--- src/rtl/lds_hw_pkg.sv ---
// Shared constants and FSM encoding for the low-discrepancy point pipeline.
package lds_hw_pkg;
  localparam int INDEX_W_DEF = 32;
  localparam int ANGLE_W_DEF = 16;
  localparam int DATA_W_DEF  = 32;
  localparam int TIMEOUT_DEF = 64;

  typedef enum logic [1:0] {
    ST_IDLE  = 2'b00,
    ST_ISSUE = 2'b01,
    ST_WAIT  = 2'b10,
    ST_HOLD  = 2'b11
  } seq_state_e;
endpackage

--- src/rtl/vdc_base2_angle.sv ---
// Base-2 Van der Corput angle: bit-reversed index as a fraction of a full turn.
module vdc_base2_angle #(
  parameter int ANGLE_W = 16
) (
  input  logic [ANGLE_W-1:0] idx,
  output logic [ANGLE_W-1:0] angle
);
  for (genvar i = 0; i < ANGLE_W; i++) begin : g_rev
    assign angle[i] = idx[ANGLE_W-1-i];
  end
endmodule

--- src/rtl/lds_circle_angle_sequencer.sv ---
// Issues one CORDIC request per sequence index and streams the resulting
// cos/sin pair out as a point.
module lds_circle_angle_sequencer
  import lds_hw_pkg::*;
#(
  parameter int INDEX_W = INDEX_W_DEF,
  parameter int ANGLE_W = ANGLE_W_DEF,
  parameter int DATA_W  = DATA_W_DEF,
  parameter int TIMEOUT = TIMEOUT_DEF
) (
  input  logic               clk,
  input  logic               rst_n,
  input  logic               enable,
  input  logic               seed_load,
  input  logic [INDEX_W-1:0] seed_value,
  input  logic               cordic_ready,
  input  logic               cordic_done,
  input  logic [DATA_W-1:0]  cordic_cos,
  input  logic [DATA_W-1:0]  cordic_sin,
  output logic               cordic_start,
  output logic [ANGLE_W-1:0] cordic_angle,
  output logic               out_valid,
  input  logic               out_ready,
  output logic [DATA_W-1:0]  out_cos,
  output logic [DATA_W-1:0]  out_sin,
  output logic [INDEX_W-1:0] out_index,
  output logic               busy,
  output logic               timeout_err
);
  localparam int TW = $clog2(TIMEOUT + 1);

  seq_state_e         state;
  logic [INDEX_W-1:0] count;
  logic [INDEX_W-1:0] k;
  logic [ANGLE_W-1:0] k_angle;
  logic [TW-1:0]      tcnt;

  assign k    = count + INDEX_W'(1);
  assign busy = (state != ST_IDLE);

  vdc_base2_angle #(.ANGLE_W(ANGLE_W)) u_vdc (
    .idx   (k[ANGLE_W-1:0]),
    .angle (k_angle)
  );

  // Request fields are registered on the IDLE->ISSUE edge so that start,
  // angle and the bumped count are all visible during the ISSUE cycle.
  always_ff @(posedge clk or negedge rst_n) begin
    if (!rst_n) begin
      state        <= ST_IDLE;
      count        <= '0;
      tcnt         <= '0;
      cordic_start <= 1'b0;
      cordic_angle <= '0;
      out_valid    <= 1'b0;
      out_cos      <= '0;
      out_sin      <= '0;
      out_index    <= '0;
      timeout_err  <= 1'b0;
    end else if (seed_load) begin
      state        <= ST_IDLE;
      count        <= seed_value;
      cordic_start <= 1'b0;
      out_valid    <= 1'b0;
      timeout_err  <= 1'b0;
    end else begin
      unique case (state)
        ST_IDLE: begin
          if (enable && cordic_ready) begin
            state        <= ST_ISSUE;
            cordic_start <= 1'b1;
            count        <= k;
            cordic_angle <= k_angle;
          end
        end
        ST_ISSUE: begin
          state        <= ST_WAIT;
          cordic_start <= 1'b0;
          tcnt         <= '0;
        end
        ST_WAIT: begin
          if (cordic_done) begin
            state     <= ST_HOLD;
            out_cos   <= cordic_cos;
            out_sin   <= cordic_sin;
            out_index <= count;
            out_valid <= 1'b1;
          end else if (tcnt == TW'(TIMEOUT - 1)) begin
            // Abandon this k; the count stays advanced so it is skipped.
            state       <= ST_IDLE;
            timeout_err <= 1'b1;
          end else begin
            tcnt <= tcnt + TW'(1);
          end
        end
        ST_HOLD: begin
          if (out_ready) begin
            state     <= ST_IDLE;
            out_valid <= 1'b0;
          end
        end
        default: state <= ST_IDLE;
      endcase
    end
  end
endmodule

--- config.mk ---
export PLATFORM = sky130hd
export DESIGN_NAME = lds_circle_angle_sequencer
export DESIGN_NICKNAME = d
export VERILOG_FILES = /design/src/rtl/lds_hw_pkg.sv /design/src/rtl/vdc_base2_angle.sv /design/src/rtl/lds_circle_angle_sequencer.sv
export SDC_FILE = /design/constraint.sdc
export NUM_CORES = 1
export LEC_CHECK = 0
export BUFFER_PORTS_ARGS = -buffer_cell sky130_fd_sc_hd__clkbuf_2
export CAP_MARGIN = 20
export CORE_ASPECT_RATIO = 0.8
export CORE_MARGIN = 3
export CORE_UTILIZATION = 57
export CTS_BUF_LIST = sky130_fd_sc_hd__clkbuf_4
export DETAILED_ROUTE_END_ITERATION = 8
export GPL_TIMING_DRIVEN = 1
export PLACE_DENSITY = 0.86
export SYNTH_ARGS = -nofsm -noshare
export SYNTH_HDL_FRONTEND = slang
export SYNTH_SLANG_ARGS = --single-unit
--- constraint.sdc ---
create_clock -name clk -period 2.9 [get_ports clk]
set_input_delay 0.145 -clock clk [delete_from_list [all_inputs] [get_ports clk]]
set_output_delay 0.145 -clock clk [all_outputs]
set_load 0.005 [all_outputs]
==> metrics.md <==
| Metric | Value |
|---|---|
| Worst Setup Slack, final | `0.678 ns` |
| Initial antenna violation count | `1` |
| Number of synthesized flops with an enable pin | `0` |
| Filler cells | `666` |
| Length of routed wiring on met1 | `7630 um` |
| Skew-Pair Late Insertion Delay | `0.55 ns` |
| Pins over their slew limit | `0` |
| Grt total ovfl | `0` |
| Initial core utilization | `approximately three fifths` |
| H-tree levels | `4` |
| Worst VDD drop | `0.000594 V` |
| Critical path required time | `between 3 and 4 ns` |
| Core area | `11600 sq um` |
| Setup WS pre-CTS | `0.721 ns` |
| Num rows | `35` |
| Tmin final | `2.22 ns` |
| Post-Syn Instances | `566` |
| Count of cell types in the netlist | `49` |
| Crit path kind | `flop to flop` |
| Setup Skew | `0.0173 ns` |
| Synth Register Bits | `~160` |
| Top cells by count, synth | `dfrtp_1, mux2_2, nand2_1` |
| Slowest stage delay, CP | `0.67 ns` |
| Metal3 WL | `1390 um` |
| LEAKAGE | `4.45 nW` |
| Syn Std Cell Area | `6830 sq um` |
| R2r setup slk | `slightly below 0.7 ns` |
| Port bufs | `218` |
| CP Launch Type | `flop` |
| I/O Pins | `219` |
| Pin count of the biggest net entering global routing | `65` |
| Die Ht | `104 um` |
| Largest family of logic cells by synthesized area | `multiplexers` |
| Clock Sinks | `156` |
| Area share of xor/xnor cells in the synthesized design | `5.90%` |
| Post-route DRC violation count | `0` |
| DR iter-0 viols | `459` |
| Final period utilization | `76.6%` |
| Worst Path Max Fanout | `11` |
| Maximum clock path buffer count | `2` |
| Post-synthesis mux area share | `16.6%` |
| Status | `completed` |
| Synth Area in Adders | `0.366%` |
| Top FF cell, synth | `dfrtp_1` |
| Count leader, synth | `dfrtp_1` |
| Seq/Total Area, Yosys | `57.1%` |
| Power Density | `668 nW/um^2` |
| DP HPWL | `about 12000 um` |
| Final core occ | `80.8%` |
| Post-Route WL | `19500 um` |
| YS warnings | `0` |
| Die area | `13300 sq um` |
| Vias in the first global route | `6193` |
| RSZ-0062 raised after global routing | `no` |
| Post-route ant nets | `0` |
| Slew @ Worst Pin | `0.765 ns` |
| Final GP Congestion | `0.880` |
| Routed vias | `around 5700` |
| Final nets | `between 900 and 1000` |
| Crit. End Element | `flop` |
| Fin. Hold Viols | `0` |
| Area leader, netlist | `dfrtp_1` |
| Setup violations, final | `0` |
| Area grow syn2layout | `37.2%` |
| Num CTS Buffers | `17` |
| Crit-path cells | `nand4bb_1 > nor4_4 > nand4_1 > xor2_1 > o21ai_1` |
| Top routing layer in use | `met4` |
| Syn_area_per_cell | `about 12 sq um` |
| Wire per inst | `18.8 um` |
| Met2 routed WL | `9810 um` |
| Die Width | `128 um` |
| Simple-Gate Fraction of Synth Area | `12.2%` |
| Total power | `0.00626 W` |
| Global-route wire length before repair | `approximately 32000 um` |
| HP Class | `input port to asynchronous set/reset pin` |
| Fmax | `0.450 GHz` |
| Yosys top cell area share | `a little under three fifths` |
| Clk slew on worst S/H paths | `approximately 0.13 ns` |
| Root Driver | `clkbuf_4` |
| Synth top area cells | `dfrtp_1, mux2_2, nand2_1` |
| Routed vias/inst | `5.47` |
| Setup TNS | `0 ns` |
| Layout cells sized above 1 | `40.2%` |
| Net count after synthesis | `671` |
| WP data arrival | `2.66 ns` |
| GRT Total Usage | `30.5%` |
| CTS tree | `yes` |
| Rel. slew slack | `about half` |
| Worst path slowest cell | `nor4_4` |
| Async SR Flop Fraction | `100%` |
| Number of max-cap violations | `0` |
| First-pass DRT Iterations | `5` |
| Compound-Gate Fraction of Synth Area | `5.29%` |
==> placed cells by master, fill, tap and decap left out, drive strengths merged, types with 8 or more instances in the layout <==
cell type / synthesis / routed
clkbuf: 11 / 236
dfrtp: 156 / 156
dlygate4sd3: 0 / 102
mux2: 100 / 100
nand2: 70 / 70
o21ai: 46 / 46
xor2: 27 / 27
nand3: 21 / 21
nor2: 20 / 20
xnor2: 19 / 19
nor3: 10 / 10
a21oi: 10 / 10
buf: 22 / 8
==> layer usage <==
metal  vias up  track usage [%]
met5         -                0
met2       250             49.8
met3        56             8.88
li1       2595                -
met1      2797             37.9
met4         0             13.1
==> cell families (layout without fill, tap and decap cells) <==
kind of cell / count (synthesis) / in the layout
xor+xnor: 46 / 46
flops: 156 / 156
buf+inv: 35 / 361
other cells: 0 / 1
compound gates: 66 / 66
simple gates: 160 / 160
fa+ha+maj: 2 / 2
mux: 101 / 101
==> final timing paths <==
path | end | start | cells after the start
setup / recovery | count[25]$_DFFE_PN0P_ | state[0]$_DFFE_PN0P_ | 5
hold / removal | cordic_angle[9]$_DFFE_PN0P_ | rst_n | 2
setup reg to reg | count[25]$_DFFE_PN0P_ | state[0]$_DFFE_PN0P_ | 5
hold reg to reg | cordic_angle[9]$_DFFE_PN0P_ | cordic_angle[9]$_DFFE_PN0P_ | 2
max in group asynchronous | out_cos[22]$_DFFE_PN0P_ | rst_n | 3
min in group clk | timeout_err$_DFFE_PN0P_ | seed_load | 2
==> state kept, by name (all words and copies together) (netlist names) <==
register,cells
out_valid,1
out_cos,32
out_index,32
cordic_angle,16
count,32
timeout_err,1
out_sin,32
tcnt,7
state,2
cordic_start,1
==> stage by stage <==
stage	hold slack, ns	instance area (sq um)	instances
CTS	0.111	9370	1040
finish	0.121	9380	1041
global placement	0.161	8040	906
floorplan	-0.151	6830	566
detailed placement	0.159	8040	906
global route	0.123	9380	1041
==> report_power, final <==
group	internal, W	switching [W]
sequential	0.00276	0.000426
combinational	0.000928	0.000715
clock	0.000623	0.000806
==> critical path: cells and delay by family, from the launching register on <==
family | cells | cell delay, ns
compound gates | 1 | 0.07
flops | 1 | 0.51
simple gates | 3 | 1.34
xor+xnor | 1 | 0.19
==> cell type report <==
type	instances	area, sq um	share of cell area (%)
clock inverter	13	165	1.76
clock buffer	19	143	1.52
timing repair buffer	327	2200	23.4
antenna	1	2.50	0.0267
tap	148	185	1.98
sequential	156	3900	41.6
inverter	2	7.51	0.0801
multi-input combinational	375	2770	29.6
==> timing repair <==
item                                   4_1_cts  5_1_grt
hold buffers                               102        0
resized for setup                            0        0
buffers inserted                             0        0
endpoints found under the hold margin      161        0
Power figures use the tool's default switching activity.
